==> config.mk <==
export PLATFORM = sky130hd
export DESIGN_NAME = clock_gen_ctrl_flat
export DESIGN_NICKNAME = d
export VERILOG_FILES = /design/src/rtl/clock_gen_ctrl_if.sv /design/src/rtl/clock_gen_ctrl.sv /design/src/flat_wrapper.sv
export SDC_FILE = /design/constraint.sdc
export NUM_CORES = 1
export LEC_CHECK = 0
export CAP_MARGIN = 5
export CORE_ASPECT_RATIO = 0.6
export CORE_MARGIN = 2
export CORE_UTILIZATION = 45
export CTS_CLUSTER_SIZE = 12
export DETAILED_ROUTE_END_ITERATION = 10
export PLACE_DENSITY = 0.69
export SYNTH_ARGS = -nofsm -noshare
export SYNTH_HDL_FRONTEND = slang
export SYNTH_SLANG_ARGS = --single-unit
==> constraint.sdc <==
create_clock -name clk -period 3.4 [get_ports clk]
set_input_delay 1.02 -clock clk [delete_from_list [all_inputs] [get_ports clk]]
set_output_delay 1.02 -clock clk [all_outputs]
set_load 0.1 [all_outputs]
==> src/rtl/clock_gen_ctrl_if.sv <==
`default_nettype none
// ============================================================================
// Module   : clock_gen_ctrl_if
// Brief    : Control/status bundle for clock_gen_ctrl. The burst_len signal
//            exists only when CLKGEN_BURST_EN is defined.
// Revision : 1.0 - initial release
// ============================================================================
interface clock_gen_ctrl_if #(
    parameter int DIV_W = 16,
    parameter int CNT_W = 16
);
    logic             cfg_valid;
    logic             cfg_ready;
    logic [DIV_W-1:0] cfg_half;
    logic             start;
    logic             stop;
`ifdef CLKGEN_BURST_EN
    logic [CNT_W-1:0] burst_len;
`endif
    logic             clk_out;
    logic             tick;
    logic             busy;
    logic             done;

    // Reject degenerate widths at elaboration
    if (DIV_W < 1 || CNT_W < 1) begin : g_bad_width
        $error("clock_gen_ctrl_if: DIV_W and CNT_W must be at least 1");
    end

`ifdef CLKGEN_BURST_EN
    modport master (
        output cfg_valid, cfg_half, start, stop, burst_len,
        input  cfg_ready, clk_out, tick, busy, done
    );
    modport slave (
        input  cfg_valid, cfg_half, start, stop, burst_len,
        output cfg_ready, clk_out, tick, busy, done
    );
`else
    modport master (
        output cfg_valid, cfg_half, start, stop,
        input  cfg_ready, clk_out, tick, busy, done
    );
    modport slave (
        input  cfg_valid, cfg_half, start, stop,
        output cfg_ready, clk_out, tick, busy, done
    );
`endif
endinterface
`default_nettype wire

==> src/rtl/clock_gen_ctrl.sv <==
`default_nettype none
// ============================================================================
// Module   : clock_gen_ctrl
// Brief    : Programmable divided-clock generator. Produces a registered
//            square wave of period 2*half_q with a one-cycle tick on every
//            edge of clk_out, glitch-free stop (high phase never shortened)
//            and, when CLKGEN_BURST_EN is defined, a limit on the number
//            of periods per start.
// Macro    : CLKGEN_BURST_EN - enables burst_len port and burst counter.
// Revision : 1.0 - initial release
// ============================================================================
module clock_gen_ctrl #(
    parameter int DIV_W    = 16,
    parameter int CNT_W    = 16,
    parameter int RST_HALF = 5
) (
    input  logic           clk,
    input  logic           rst,
    clock_gen_ctrl_if.slave bus
);

    typedef enum logic [1:0] {
        S_IDLE     = 2'd0,
        S_RUN      = 2'd1,
        S_STOPPING = 2'd2
    } state_t;

    // A zero half-period would never reach its terminal count, so store 1
    localparam logic [DIV_W-1:0] c_RST_HALF = (RST_HALF == 0) ? DIV_W'(1) : DIV_W'(RST_HALF);
    localparam logic [DIV_W-1:0] c_ONE      = DIV_W'(1);

    // Reject degenerate widths at elaboration
    if (DIV_W < 1 || CNT_W < 1) begin : g_bad_width
        $error("clock_gen_ctrl: DIV_W and CNT_W must be at least 1");
    end

    state_t           r_state;
    logic [DIV_W-1:0] r_half;
    logic [DIV_W-1:0] r_cnt;
    logic             r_clk_out;
    logic             r_tick;
    logic             r_done;

    logic             w_terminal;
    logic             w_cfg_fire;
    logic [DIV_W-1:0] w_half_new;
    logic             w_burst_end;

    assign w_terminal = (r_cnt == (r_half - c_ONE));
    assign w_cfg_fire = bus.cfg_valid && (r_state == S_IDLE);
    assign w_half_new = (bus.cfg_half == '0) ? c_ONE : bus.cfg_half;

`ifdef CLKGEN_BURST_EN
    logic [CNT_W-1:0] r_blen;
    logic [CNT_W-1:0] r_bcnt;

    // Burst completes on the fall that closes period r_blen; 0 = unlimited
    assign w_burst_end = (r_blen != '0) && (r_bcnt >= r_blen);

    // Latch the burst limit at start and count rising edges (saturating)
    always_ff @(posedge clk) begin
        if (rst) begin
            r_blen <= '0;
            r_bcnt <= '0;
        end else if (r_state == S_IDLE) begin
            if (bus.start && !bus.stop) begin
                r_blen <= bus.burst_len;
                r_bcnt <= '0;
            end
        end else if (r_state == S_RUN && !bus.stop && w_terminal && !r_clk_out) begin
            if (r_bcnt != '1) begin
                r_bcnt <= r_bcnt + CNT_W'(1);
            end
        end
    end
`else
    assign w_burst_end = 1'b0;
`endif

    // Main sequencer: config capture, divider counter, clk_out/tick/done
    always_ff @(posedge clk) begin
        if (rst) begin
            r_state   <= S_IDLE;
            r_half    <= c_RST_HALF;
            r_cnt     <= '0;
            r_clk_out <= 1'b0;
            r_tick    <= 1'b0;
            r_done    <= 1'b0;
        end else begin
            r_tick <= 1'b0;
            r_done <= 1'b0;

            if (w_cfg_fire) begin
                r_half <= w_half_new;
            end

            case (r_state)
                S_IDLE: begin
                    r_clk_out <= 1'b0;
                    // stop outranks start: a simultaneous pair does nothing
                    if (bus.start && !bus.stop) begin
                        r_state <= S_RUN;
                        r_cnt   <= '0;
                    end
                end

                S_RUN: begin
                    if (bus.stop && !r_clk_out) begin
                        // Low phase may be cut short without a glitch
                        r_state <= S_IDLE;
                        r_cnt   <= '0;
                        r_done  <= 1'b1;
                    end else if (w_terminal) begin
                        r_cnt     <= '0;
                        r_clk_out <= ~r_clk_out;
                        r_tick    <= 1'b1;
                        // Falling toggle: finish here if stopping or burst is complete
                        if (r_clk_out && (bus.stop || w_burst_end)) begin
                            r_state <= S_IDLE;
                            r_done  <= 1'b1;
                        end
                    end else begin
                        r_cnt <= r_cnt + c_ONE;
                        // High phase must complete before stopping
                        if (bus.stop) begin
                            r_state <= S_STOPPING;
                        end
                    end
                end

                S_STOPPING: begin
                    if (w_terminal) begin
                        r_cnt     <= '0;
                        r_clk_out <= 1'b0;
                        r_tick    <= 1'b1;
                        r_done    <= 1'b1;
                        r_state   <= S_IDLE;
                    end else begin
                        r_cnt <= r_cnt + c_ONE;
                    end
                end

                default: begin
                    r_state   <= S_IDLE;
                    r_cnt     <= '0;
                    r_clk_out <= 1'b0;
                end
            endcase
        end
    end

    assign bus.clk_out   = r_clk_out;
    assign bus.tick      = r_tick;
    assign bus.done      = r_done;
    assign bus.busy      = (r_state != S_IDLE);
    assign bus.cfg_ready = (r_state == S_IDLE);

endmodule
`default_nettype wire

==> src/flat_wrapper.sv <==
// flat-port wrapper written by rule: the top's interface ports become plain ports
module clock_gen_ctrl_flat 
#(
    parameter int DIV_W    = 16,
    parameter int CNT_W    = 16,
    parameter int RST_HALF = 5
)
  (clk, rst, bus_cfg_valid, bus_cfg_half, bus_start, bus_stop, bus_cfg_ready, bus_clk_out, bus_tick, bus_busy, bus_done);
  clock_gen_ctrl_if #(.DIV_W(DIV_W), .CNT_W(CNT_W)) bus_i ();
  input  logic clk;
  input  logic rst;
  input wire logic [$bits(bus_i.cfg_valid)-1:0] bus_cfg_valid;
  input wire logic [$bits(bus_i.cfg_half)-1:0] bus_cfg_half;
  input wire logic [$bits(bus_i.start)-1:0] bus_start;
  input wire logic [$bits(bus_i.stop)-1:0] bus_stop;
  output wire logic [$bits(bus_i.cfg_ready)-1:0] bus_cfg_ready;
  output wire logic [$bits(bus_i.clk_out)-1:0] bus_clk_out;
  output wire logic [$bits(bus_i.tick)-1:0] bus_tick;
  output wire logic [$bits(bus_i.busy)-1:0] bus_busy;
  output wire logic [$bits(bus_i.done)-1:0] bus_done;
  assign bus_i.cfg_valid = bus_cfg_valid;
  assign bus_i.cfg_half = bus_cfg_half;
  assign bus_i.start = bus_start;
  assign bus_i.stop = bus_stop;
  assign bus_cfg_ready = bus_i.cfg_ready;
  assign bus_clk_out = bus_i.clk_out;
  assign bus_tick = bus_i.tick;
  assign bus_busy = bus_i.busy;
  assign bus_done = bus_i.done;
  clock_gen_ctrl #(.DIV_W(DIV_W), .CNT_W(CNT_W), .RST_HALF(RST_HALF)) u_core (.clk(clk), .rst(rst), .bus(bus_i));
endmodule
# Yosys cells after proc, flatten, opt, wreduce, memory -nomap -nowiden
# Index checks and enable logic that the tools add are counted.
[totals]
mem_bits_rw = 0
wordCells = 52
input_bits = 21
n_memories = 0
out_inout_bits = 5
ff_bits = 37
latch_bits = 0
romBits = 0
[classes]
eq_ne = 9
magnitude_cmp = 0
n_reduce_logical = 11
n_mux = 23
n_shift = 0
div = 0
add_sub_neg = 2
n_mul = 0
bitwise = 1
[ops]
columns = ["cell", "count"]
rows = [
  ["2-to-1 mux 16 bit", 4],
  ["case mux 16 bit (3 select lines)", 1],
  ["adder 16 x 1 -> 16 bit (second input constant)", 1],
  ["== test 16 bit", 1],
  ["logical NOT 16 bit", 1],
  ["subtractor 16 x 1 -> 16 bit (second input constant)", 1],
  ["2-to-1 mux 2 bit", 6],
  ["2-to-1 mux 1 bit", 8],
  ["inequality test 2 x 1 -> 1 bit (second input constant)", 3],
  ["case mux 1 bit (2 select lines)", 3],
  ["case mux 2 bit (3 select lines)", 1],
  ["logical AND 1 bit", 4],
  ["inequality test 4 x 2 -> 1 bit (second input constant)", 1],
  ["inequality test 4 bit (second input constant)", 1],
  ["AND reduction 4 bit", 1],
  ["AND reduction 3 bit", 1],
  ["== test 2 x 1 -> 1 bit (second input constant)", 1],
  ["== test 2 bit (second input constant)", 1],
  ["logical NOT 1 bit", 2],
  ["logical NOT 2 bit", 1],
  ["inequality test 2 bit (second input constant)", 1],
  ["nonzero test 2 bit", 1],
  ["inverter 1 bit", 1],
]

# Depth between registers and ports, before layout
[depth]
ltp_word = 5
depth_mapped = 11
depth_no_buf = 10

# Worst setup path before layout
# No wires, ideal clock.
[synth_timing]
path_kind = "reg2reg"
from = "register u_core.r_state[0]"
to = "register u_core.r_state[0]"
slack_ps = 348
synth_period_minus_slack_ps = 3052
t_arrival_ps = 2982
path_buffers = 1
stages_incl_launch_ff = 9
required_ps = 3330
cell_sequence = "dfxtp_1 -> inv_1 -> ha_1 -> inv_1 -> a21oi_1 -> clkbuf_1 -> a21oi_1 -> a21o_1 -> a21oi_1"
[synth_via]
elab_chain_len = 3
[synth_lines]
columns = ["element", "line", "rtl"]
rows = [
  ["from (decl)", "clock_gen_ctrl.sv:37", "state_t r_state;"],
  ["from (signal assigned)", "clock_gen_ctrl.sv:83", "r_state <= S_IDLE;"],
  ["from (signal assigned)", "clock_gen_ctrl.sv:102", "r_state <= S_RUN;"],
  ["from (signal assigned)", "clock_gen_ctrl.sv:110", "r_state <= S_IDLE;"],
  ["logical NOT 2 bit *", "-", ""],
  ["via bus_cfg_ready", "flat_wrapper.sv:16", "output wire logic [$bits(bus_i.cfg_ready)-1:0] bus_cfg_ready;"],
  ["inequality test 2 x 1 -> 1 bit (no line)", "-", ""],
  ["AND reduction 4 bit (no line)", "-", ""],
]
# Mark *: on every way through the listed nets, which the timed path passes. The rest lies on a longest branch.
# A chain may end at the register's enable or synchronous reset.

# Final worst setup path
[layout_timing]
from = "register u_core.r_half[0]"
to = "register u_core.r_cnt[3]"
[layout_via]
elab_chain_len = 5
[layout_lines]
columns = ["element", "line", "rtl"]
rows = [
  ["from (decl)", "clock_gen_ctrl.sv:38", "logic [DIV_W-1:0] r_half;"],
  ["from (signal assigned)", "clock_gen_ctrl.sv:84", "r_half <= c_RST_HALF;"],
  ["from (signal assigned)", "clock_gen_ctrl.sv:94", "r_half <= w_half_new;"],
  ["subtractor 16 x 1 -> 16 bit *", "clock_gen_ctrl.sv:49", "assign w_terminal = (r_cnt == (r_half - c_ONE));"],
  ["== test 16 bit *", "clock_gen_ctrl.sv:49", ""],
  ["2-to-1 mux 16 bit *", "clock_gen_ctrl.sv:113, clock_gen_ctrl.sv:132", ""],
  ["2-to-1 mux 16 bit", "clock_gen_ctrl.sv:108", "if (bus.stop && !r_clk_out) begin"],
  ["case mux 16 bit (3 select lines) *", "clock_gen_ctrl.sv:97", "case (r_state)"],
  ["to (signal assigned)", "clock_gen_ctrl.sv:123", "r_cnt <= r_cnt + c_ONE;"],
  ["to (signal assigned)", "clock_gen_ctrl.sv:139", "r_cnt <= r_cnt + c_ONE;"],
  ["to (decl)", "clock_gen_ctrl.sv:39", "logic [DIV_W-1:0] r_cnt;"],
]
# Every way passes the cells marked *; elsewhere a longest branch is shown, timed or not.

==> results.ini <==
[outcome]
status=complete, no violations

[sta]
min_period_ns=3.058
clock_skew_ns=0.004241
setup_slack_ns=0.3417
tightest_slew_ns=0.5261
slew-limit-headroom_pct=64.84
rsz0062_at_grt=false
hold_viol_final=0
fmax_mhz=327.0
timing.final.crit_share_pct=89.95
setup_viol=0
maxSlewViolCount=0
final.setup.tns_ns=0

[synth]
yosys.area.top_type_share_pct=31.98
netlist_instances=282
ys_ff_latch=37
syn-cell-area_um2=2316
syn_nets=308
synth_top_cell_by_area=dfxtp_1
ys_async_sr_fraction_pct=0
synth.distinct_cells=55
yosysMostFrequentCell=nand2_1
synth_commonest_cells=nand2_1 (41), dfxtp_1 (37), a21oi_1 (21)
ys_seq_area_share_pct=31.98
yosysWarnings=0
synth_area_per_cell_um2=8.213
ys.flop_type=dfxtp_1
yosys-top-cells-area=dfxtp_1 (32%), nand2_1 (6.6%), xnor2_1 (4.9%)
synth-edff-count=0

[critical_path]
required_ns=3.57
worstSetupEndpointType=flop
reg2regPathDepth=10
cp.arrival_ns=3.23
path_max_fanout=19
r2r_start=u_core.r_half[0]
reg2reg_slack_ns=0.34
crit_type=reg -> reg
start_kind=flop
r2r-end=u_core.r_cnt[3]

[worst_hold_path]
holdPathEnd=u_core.r_half[13]
hold_start=u_core.r_half[13]
hp-class=reg -> reg
whs_path_depth=2

[clock_tree]
numCtsBuffers=5
post_cts_buffers=0
clock_sinks=37
clk_latency_ns=0.29
cts_max_level=2
cts-root-buf=clkbuf_8
post_cts_resize_count=0
hold_buffers=0
clk_path_buf_depth=2
clk_pin_slew_ns=0.07
cts_tree=yes

[global_route]
grt_pass1_wl_um=9211
grt_usage_pct=19.86
grt_pass1_vias=1872
grt_max_degree=20
overflow=0
antenna_found_initial=0

[floorplanning]
io_pins=26
rows=20
start_util_pct=46.27
die_y_um=59.57
core_um2=5005
die_area_um2=5755
die_x_um=96.62

[layout]
fin_nets=328
final_core_util_pct=53.63
syn2layout_area_growth_pct=15.88
antenna_cells=0
drive_above_1_share_pct=8.581

[route]
wl_per_cell_um=14.70
firstDrtPassIters=5
vias=2072
drt_iter0_markers=111
ant_nets=0
drc=0
viasPerCell=5.615
wirelength_um=5423

[power]
power_density_nw_per_um2=396.6
p_leak_nw=1.007
ir_drop_v=0.0002213
p_total_w=0.001064

[placed_design]
place_hpwl_um=4113
io_buffers=25
dp_slack_ns=0.3937
gp_congestion=0.8488

[job]
drv_cap=0

==> cell type report <==
class | count | area, um2
Clock inverter | 1 | 5.005
Timing Repair Buffer | 27 | 252.7
Sequential cell | 37 | 740.7
Tap cell | 66 | 82.58
Multi-Input combinational cell | 223 | 1476
Clock buffer | 7 | 96.34
Fill cell | 486 | 2321
Inverter | 8 | 30.03
==> through the flow <==
stage	cells	hold WS, ns	area, um2
global placement	361	0.4702	2582
detailed placement	361	0.4755	2582
finish	369	0.4838	2684
global route	369	0.5007	2684
floorplan	282	0.4496	2316
CTS	369	0.4854	2684
==> power by group <==
group / switching [W] / leakage [nW] / internal, W
registers: 0.0000302 / 0.301 / 0.000451
logic: 0.000146 / 0.652 / 0.0000987
clock network: 0.000156 / 0.0542 / 0.000183
==> worst max-delay path by stage <==
stage | startpoint | end | slack [ns] | depth (start not counted)
6_report | u_core.r_half[0] | u_core.r_cnt[3] | 0.34 | 10
3_5_place_dp | u_core.r_half[0] | u_core.r_cnt[10] | 0.39 | 10
4_1_cts | u_core.r_half[0] | u_core.r_cnt[10] | 0.37 | 10
3_3_place_gp | bus_stop | u_core.r_cnt[15] | 0.45 | 7
5_1_grt | u_core.r_half[0] | u_core.r_cnt[5] | 0.07 | 10
2_1_floorplan | u_core.r_state[0] | u_core.r_state[0] | 0.35 | 8
==> metal layers <==
metal / GRT usage [%] / up-vias / wire (um)
met4: 4.225 / 0 / 45
met1: 31.03 / 944 / 2986
met3: 4.245 / 7 / 337
li1: - / 1064 / -
met2: 27.58 / 57 / 2054
met5: 0 / - / 0
==> cells by family (layout without fill, tap and decap cells) <==
group                    count (synthesis)  in the layout  synth area share, %
buffers and inverters                   22             43                4.268
AO/OA/AOI/OAI                           75             75                21.66
XOR/XNOR                                19             19                7.185
flip-flops                              37             37                31.98
multiplexers                             3              3                1.297
AND/OR/NAND/NOR                        121            121                30.90
adder cells (fa/ha/maj)                  5              5                2.701
==> cells in the final DEF (no fill, tap or decap), types with 6 or more instances in the layout <==
master and count:
nand2_1 41, dfxtp_1 37, a21oi_1 21, clkdlybuf4s50_1 20, o21ai_1 15, xnor2_1 13, and3_1 12, nor2_1 12
nand2b_1 10, o2bb2ai_1 10, inv_1 8, nor3_1 7, clkbuf_8 7, buf_4 7, xor2_1 6, nor4_1 6
a21o_1 6
==> state kept, by name, indices dropped and copies added (netlist names) <==
name,flops
u_core.r_cnt,16
u_core.r_state,2
u_core.bus.tick,1
u_core.r_half,16
u_core.bus.clk_out,1
u_core.bus.done,1
==> worst max-delay path: stages (launching register included) <==
cell	delay (ns)
dfxtp_1	0.45
inv_1	0.07
ha_1	0.27
o21ba_1	0.19
a221oi_1	0.31
a41o_1	0.17
o2111ai_1	0.12
or4_4	0.45
o21ai_4	0.42
or2_1	0.38
o2bb2ai_1	0.10
Power figures use the tool's default switching activity.
